## src/rtl/nexys_starship_spawn_gen.sv

```systemverilog
`default_nettype none
// ---------------------------------------------------------------------------
// nexys_starship_spawn_gen : shared timer_clk divider plus LFSR-driven
// per-terminal spawn pulses whose odds ramp with a difficulty level.
// Optional macro: SPAWN_SEED_SWITCH_EN (seed from seed_sw at game start).
// Revision: 1.0
// ---------------------------------------------------------------------------
module nexys_starship_spawn_gen #(
  parameter int          CLK_HZ      = 100_000_000,
  parameter int          TICK_HZ     = 2,
  parameter logic [15:0] LFSR_SEED   = 16'hACE1,
  parameter int          NUM_TERM    = 4,
  parameter int          LEVEL_TICKS = 20,
  parameter int          MAX_LEVEL   = 7
) (
  input  logic                Clk,
  input  logic                Reset,
  input  logic                play_flag,
  input  logic                gameover_ctrl,
  input  logic [15:0]         seed_sw,
  output logic                timer_clk,
  output logic                timer_tick,
  output logic [NUM_TERM-1:0] term_random,
  output logic [3:0]          level,
  output logic                q_Idle,
  output logic                q_Run,
  output logic                q_Over
);

  localparam int              HALF       = CLK_HZ / (2 * TICK_HZ);
  localparam int              CW         = $clog2(HALF);
  localparam int              TW         = (LEVEL_TICKS > 1) ? $clog2(LEVEL_TICKS) : 1;
  localparam logic [CW-1:0]   CNT_LAST   = CW'(HALF - 1);
  localparam logic [TW-1:0]   TCNT_LAST  = TW'(LEVEL_TICKS - 1);
  localparam logic [3:0]      LEVEL_MAX  = 4'(MAX_LEVEL);
  localparam logic [15:0]     LFSR_MASK  = 16'hB400;

  localparam logic [2:0]      ST_IDLE    = 3'b001;
  localparam logic [2:0]      ST_RUN     = 3'b010;
  localparam logic [2:0]      ST_OVER    = 3'b100;

  logic [CW-1:0]       cnt;
  logic [TW-1:0]       tick_cnt;
  logic [15:0]         lfsr;
  logic [15:0]         lfsr_next;
  logic [15:0]         seed;
  logic [2:0]          state;
  logic [2:0]          state_next;
  logic [NUM_TERM-1:0] spawn_hit;
  logic                div_wrap;

`ifdef SPAWN_SEED_SWITCH_EN
  // An all-zero switch setting would lock the LFSR, so fall back to the default.
  assign seed = (seed_sw == 16'h0000) ? LFSR_SEED : seed_sw;
`else
  logic unused_seed_sw;
  assign seed           = LFSR_SEED;
  assign unused_seed_sw = ^seed_sw;
`endif

  assign div_wrap  = (cnt == CNT_LAST);
  assign lfsr_next = {1'b0, lfsr[15:1]} ^ (lfsr[0] ? LFSR_MASK : 16'h0000);

  for (genvar i = 0; i < NUM_TERM; i++) begin : g_term
    assign spawn_hit[i] = (lfsr[4*i +: 4] <= level);
  end

  assign q_Idle = state[0];
  assign q_Run  = state[1];
  assign q_Over = state[2];

  always_comb begin
    state_next = state;
    case (state)
      ST_IDLE: if (play_flag)      state_next = ST_RUN;
      ST_RUN:  if (gameover_ctrl)  state_next = ST_OVER;
      ST_OVER: if (!play_flag)     state_next = ST_IDLE;
      default:                     state_next = ST_IDLE;
    endcase
  end

  // The tick is registered alongside the new timer_clk value so both rise together.
  always_ff @(posedge Clk or posedge Reset) begin
    if (Reset) begin
      cnt        <= '0;
      timer_clk  <= 1'b0;
      timer_tick <= 1'b0;
    end else if (div_wrap) begin
      cnt        <= '0;
      timer_clk  <= ~timer_clk;
      timer_tick <= ~timer_clk;
    end else begin
      cnt        <= cnt + 1'b1;
      timer_tick <= 1'b0;
    end
  end

  always_ff @(posedge Clk or posedge Reset) begin
    if (Reset) begin
      state       <= ST_IDLE;
      lfsr        <= LFSR_SEED;
      level       <= 4'd0;
      tick_cnt    <= '0;
      term_random <= '0;
    end else begin
      state       <= state_next;
      term_random <= '0;
      case (state)
        ST_IDLE: begin
          level    <= 4'd0;
          tick_cnt <= '0;
          if (play_flag) lfsr <= seed;
        end
        ST_RUN: begin
          lfsr <= lfsr_next;
          // Game-over wins: no spawn and no level progress on that cycle.
          if (!gameover_ctrl && timer_tick) begin
            term_random <= spawn_hit;
            if (tick_cnt == TCNT_LAST) begin
              tick_cnt <= '0;
              if (level < LEVEL_MAX) level <= level + 4'd1;
            end else begin
              tick_cnt <= tick_cnt + 1'b1;
            end
          end
        end
        ST_OVER: begin
          if (!play_flag) begin
            level    <= 4'd0;
            tick_cnt <= '0;
          end
        end
        default: begin
          level    <= 4'd0;
          tick_cnt <= '0;
        end
      endcase
    end
  end

endmodule
`default_nettype wire

```

## config.mk

```make
export PLATFORM = sky130hd
export DESIGN_NAME = nexys_starship_spawn_gen
export DESIGN_NICKNAME = d
export VERILOG_FILES = /design/src/rtl/nexys_starship_spawn_gen.sv
export SDC_FILE = /design/constraint.sdc
export NUM_CORES = 1
export LEC_CHECK = 0
export ABC_AREA = 1
export BUFFER_PORTS_ARGS = -buffer_cell sky130_fd_sc_hd__buf_2
export CORE_MARGIN = 5
export CORE_UTILIZATION = 59
export CTS_CLUSTER_DIAMETER = 80
export CTS_CLUSTER_SIZE = 12
export DETAILED_ROUTE_END_ITERATION = 12
export PLACE_DENSITY = 0.8
export SETUP_SLACK_MARGIN = 0.4
export SYNTH_ARGS = -nofsm -noshare
export SYNTH_HDL_FRONTEND = slang
export SYNTH_SLANG_ARGS = --single-unit
```

## constraint.sdc

```tcl
create_clock -name Clk -period 2.5 [get_ports Clk]
set_input_delay 0.5 -clock Clk [delete_from_list [all_inputs] [get_ports Clk]]
set_output_delay 0.5 -clock Clk [all_outputs]
set_load 0.005 [all_outputs]
```

### Word-level counts from Yosys, hierarchy flattened

Cells that the tools add are included.

| word-level totals | value |
|---|---|
| flip-flop bits (word level) | 59 |
| input bits | 20 |
| word-level logic and storage cells | 56 |

| operators by class | value |
|---|---|
| add/subtract/negate cells | 3 |
| $lt $le $gt $ge | 5 |
| eq/ne operators | 11 |
| muxes and demuxes | 20 |
| bitwise gates (word level) | 2 |
| reductions and logical operators | 7 |

Operators by type and width:

| cell | number |
|---|---|
| $mux 16 | 2 |
| $pmux 16 s2 | 1 |
| $add 25x1->25 const B | 1 |
| $eq 25x25->1 const B | 1 |
| $mux 25 | 1 |
| $mux 4 | 6 |
| $le 4x4->1 | 4 |
| $xor 15x16->16 | 1 |
| $mux 5 | 3 |
| $ne 2x2->1 const B | 6 |
| $pmux 5 s2 | 1 |
| $mux 3 | 3 |
| $pmux 3 s3 | 1 |
| $pmux 4 s2 | 1 |
| $add 5x1->5 const B | 1 |
| $eq 5x5->1 const B | 1 |
| $add 4x1->4 const B | 1 |
| $lt 4x3->1 const B | 1 |
| $reduce_and 2->1 | 2 |
| $reduce_and 4->1 | 1 |
| $eq 3x1->1 const B | 1 |
| $eq 3x2->1 const B | 1 |
| $eq 3x3->1 const B | 1 |
| $reduce_and 3->1 | 1 |
| 5 further kinds | 5 |

### Depth between registers and ports, before layout

| depth | value |
|---|---|
| depth after elaboration | 5 |
| depth in mapped cells | 8 |
| mapped depth without buffers | 8 |

### Worst setup path before layout

Ideal clock, no wire load.

| timing | value |
|---|---|
| kind | register to register |
| start | reg cnt[0] |
| end | reg cnt[3] |
| arrival | 1200 ps |
| path slack | 1181 ps |
| cell stages (with the launch flop) | 9 |
| cell sequence | dfrtp_1 ha_1 nand2_2 nor2_8 nand2_4 nor2_4 nand2_2 inv_2 nor2_1 |

| on the way | value |
|---|---|
| word-level cells in the longest chain between the ends | 2 |
| elaborated cells between the ends (all ways) | 3 |

Ends and longest elaborated chain:

| what | RTL line | text |
|---|---|---|
| start: declaration | 42 | `logic [CW-1:0] cnt;` |
| start signal: assignment | 93 | `cnt <= cnt + 1'b1;` |
| $add 25x1->25 / $eq 25x25->1 (equally long branches) | 93, 61 |  |
| $mux 25 (*) | 88 | `end else if (div_wrap) begin` |

Every way passes the cells marked *; elsewhere a longest branch is shown, timed or not.
A chain may end at the register's enable or synchronous reset.

### Worst setup path after layout

| timing | value |
|---|---|
| start | reg state[0] |
| end | reg level[1] |

| on the way | value |
|---|---|
| word-level cells in the longest chain between the ends | 3 |
| elaborated cells between the ends (all ways) | 8 |

Ends and longest elaborated chain:

| what | RTL line | text |
|---|---|---|
| start: declaration | 47 | `logic [2:0] state;` |
| start signal: assignment | 106 | `state <= state_next;` |
| $eq 3x2->1 / $eq 3x3->1 (equally long branches) | 108 | `case (state)` |
| $ne 2x2->1 (no source line) | n/a |  |
| $reduce_and 4->1 (no source line) | n/a |  |
| end signal: assignment | 121 | `if (level < LEVEL_MAX) level <= level + 4'd1;` |
| end: declaration | 24 | `output logic [3:0] level,` |

Parallel ways exist; a longest one is shown, timed or not.

==> flow_summary.yaml <==
setup_path:
  cp_slowest_cell: "dfstp_2"
  r2r_cells: 8
  crit_required_ns: 2.78
  crit_path_cell_trace: "inv_1 -> nand3_4 -> inv_2 -> nand2_1 -> nand2_1 -> nor2_2 -> nand2_1 -> nand2_1"
  cp_max_fo: 17
  crit_top_cell: "nand2_1"
  setup.worst_path.start_class: "flip-flop"
  path_class: "flip-flop to flip-flop"
  worstSetupEndpointType: "flip-flop"
  crit_arrival_ns: 1.88
  max_stage_delay_ns: 0.54
clock_tree:
  clockBufferDepth: 2
  cts.clk_slew.worst_paths_ns: 0.07
  clock_latency_ns: 0.34
  cts_hold_buf: 0
  ctsRootBufferMaster: "clkbuf_8"
  cts_tree: "yes"
  post_cts_resized: 0
  cts_htree_levels: 3
  cts_setup_buffers: 0
  cts_buffers: 9
  cts_sinks: 59
logic_synthesis:
  yosys-top-cells-area: "dfrtp_1, nand2_1, nor2_1"
  synth.net_count: 456
  synth_top_area_share: 0.378
  syn_area_per_cell_um2: 7.95
  ys.flop_type: "dfrtp_1"
  async_flop_share: 1.00
  seq_area_frac_synth: 0.449
  ys_ff_latch: 59
  yosysWarnings: 0
  synth_largest_area_cell: "dfrtp_1"
  synthDistinctLibCells: 30
  synth_cells: 417
  syn_area_um2: 3310
  synth-edff-count: 0
routing:
  vias_per_cell: 5.36
  antenna_left: 0
  first_pass_iters: 4
  drt-total-wl_um: 6720
  avgRoutedWirePerCell_um: 12.9
  via_count: 2786
  first_iter_violations: 143
  remaining_drc_errors: 0
pwr:
  leakagePower_nw: 1.87
  powerDensity_nw_per_um2: 733
  ir_worst_vdd_mv: 0.422
  p_total_mw: 2.70
placed_design:
  place_area_um2: 3490
  gp_congestion: 0.910
  dp_hpwl_um: 4900
  placed_cells: 505
  io_buffers: 16
  preCtsSetupSlack_ns: 0.906
sta:
  fin_ws_ns: 0.895
  final-setup-viol-count: 0
  rsz0062_at_grt: "no"
  min_period_over_period: 0.642
  fin_skew_ns: 0.0122
  fin_tns_setup_ns: 0
  hold_viol: 0
  fin_crit_ns: 1.60
  worstMarginPinSlew_ns: 0.502
  holdWs_ns: 0.183
  slew_violations: 0
  maxSlewHeadroom: 0.665
  max_freq_mhz: 623
floorplanning:
  die_area_um2: 7220
  ioPinCount: 33
  rows: 27
  start_util: 0.606
  dieWidth_um: 85.0
  die_h_um: 85.0
  coreArea_um2: 5470
finish:
  final_nets: 483
  n_antenna_cell: 0
  final_area_um2: 3680
  drive_gt1_frac: 0.141
  areaGrowthSynthToFinish_pct: 11.1
  final_util: 0.673
  n_fill_cell: 445
  stdcell_count: 520
global_routing:
  grt_pass1_vias: 2852
  antenna_found_initial: 0
  grt_use_total: 0.205
  grt_pass1_wl_um: 12000
  grt_max_degree: 25
  overflow: 0
flow_run:
  drv_cap: 0
status:
  status: "complete, no violations"
min_path:
  hold_class: "input port to asynchronous set/reset pin"
==> cells in the mapped netlist, types with 2 or more instances <==
master	instances
nand2_1	99
nor2_1	64
inv_1	56
dfrtp_1	50
a21oi_1	22
ha_1	19
nand3_1	18
o21ai_0	13
nand4_1	11
xor2_1	11
dfstp_2	9
o22ai_1	6
a22oi_1	5
nand2_2	5
nor2_2	5
nor2_4	4
nor3_1	4
and2_1	2
buf_4	2
inv_2	2
==> worst paths after layout <==
| check | start | to | slack (ns) |
|---|---|---|---|
| max reg2reg | state[0] | level[1] | 0.90 |
| min reg2reg | cnt[0] | cnt[0] | 0.47 |
| max | state[0] | level[1] | 0.90 |
| min in group Clk | gameover_ctrl | state[1] | 0.42 |
| max in group asynchronous | Reset | state[0] | 1.60 |
| min | Reset | cnt[12] | 0.18 |
==> layout by cell type, fill, tap and decap left out, drive strengths merged <==
master and count:
nand3b 1, a21oi 22, clkinv 1, inv 58, xnor2 1, o22ai 6
nand3 19, nand2 105, xor2 11, and2 2, dfrtp 50, bufinv 1
or2 1, nor2 74, ha 19, nor3 4, o21ai 15, clkbuf 13
dfstp 9, nand4 11, a22oi 5, o32ai 1, buf 19
==> registers in the layout, indices dropped and copies added, names as in the netlist <==
register and cells:
level 4, state 3, cnt 25, tick_cnt 5
lfsr 16, term_random 4, timer_clk 1, timer_tick 1
==> per-layer routing <==
| layer | vias to the layer above | GRT usage | routed length [um] |
|---|---|---|---|
| li1 | 1389 | - | - |
| met1 | 1318 | 0.223 | 2810 |
| met2 | 66 | 0.359 | 3480 |
| met3 | 13 | 0.0592 | 292 |
| met4 | 0 | 0.104 | 133 |
| met5 | - | 0 | 0 |
==> cell type report <==
type | instances | area (um2) | share of cell area
repair buffers | 19 | 103 | 0.0279
well taps | 72 | 90.1 | 0.0245
flip-flops and latches | 59 | 1490 | 0.404
multi-input cells | 297 | 1590 | 0.432
clock buffers | 13 | 159 | 0.0432
clock inverters | 2 | 35.0 | 0.00952
inverters | 58 | 218 | 0.0591
==> worst max-delay path: cells and delay by family, from the launching register on <==
family	cells	cell delay [ns]
flip-flops	1	0.54
AND/OR/NAND/NOR	6	0.72
buffers and inverters	2	0.28
==> report_power, final <==
| part | internal (mW) | switching (mW) | total, mW | leakage (nW) |
|---|---|---|---|---|
| logic | 0.231 | 0.395 | 0.625 | 0.997 |
| clock network | 0.509 | 0.366 | 0.875 | 0.0995 |
| registers | 1.10 | 0.0972 | 1.20 | 0.774 |
| total | 1.84 | 0.858 | 2.70 | 1.87 |
==> cells by family after synthesis <==
| group | share of synthesized area |
|---|---|
| adder cells (fa/ha/maj) | 0.0717 |
| flip-flops | 0.449 |
| AND/OR/NAND/NOR | 0.294 |
| AO/OA/AOI/OAI | 0.0823 |
| XOR/XNOR | 0.0317 |
| buffers and inverters | 0.0717 |
Power figures use the tool's default switching activity.
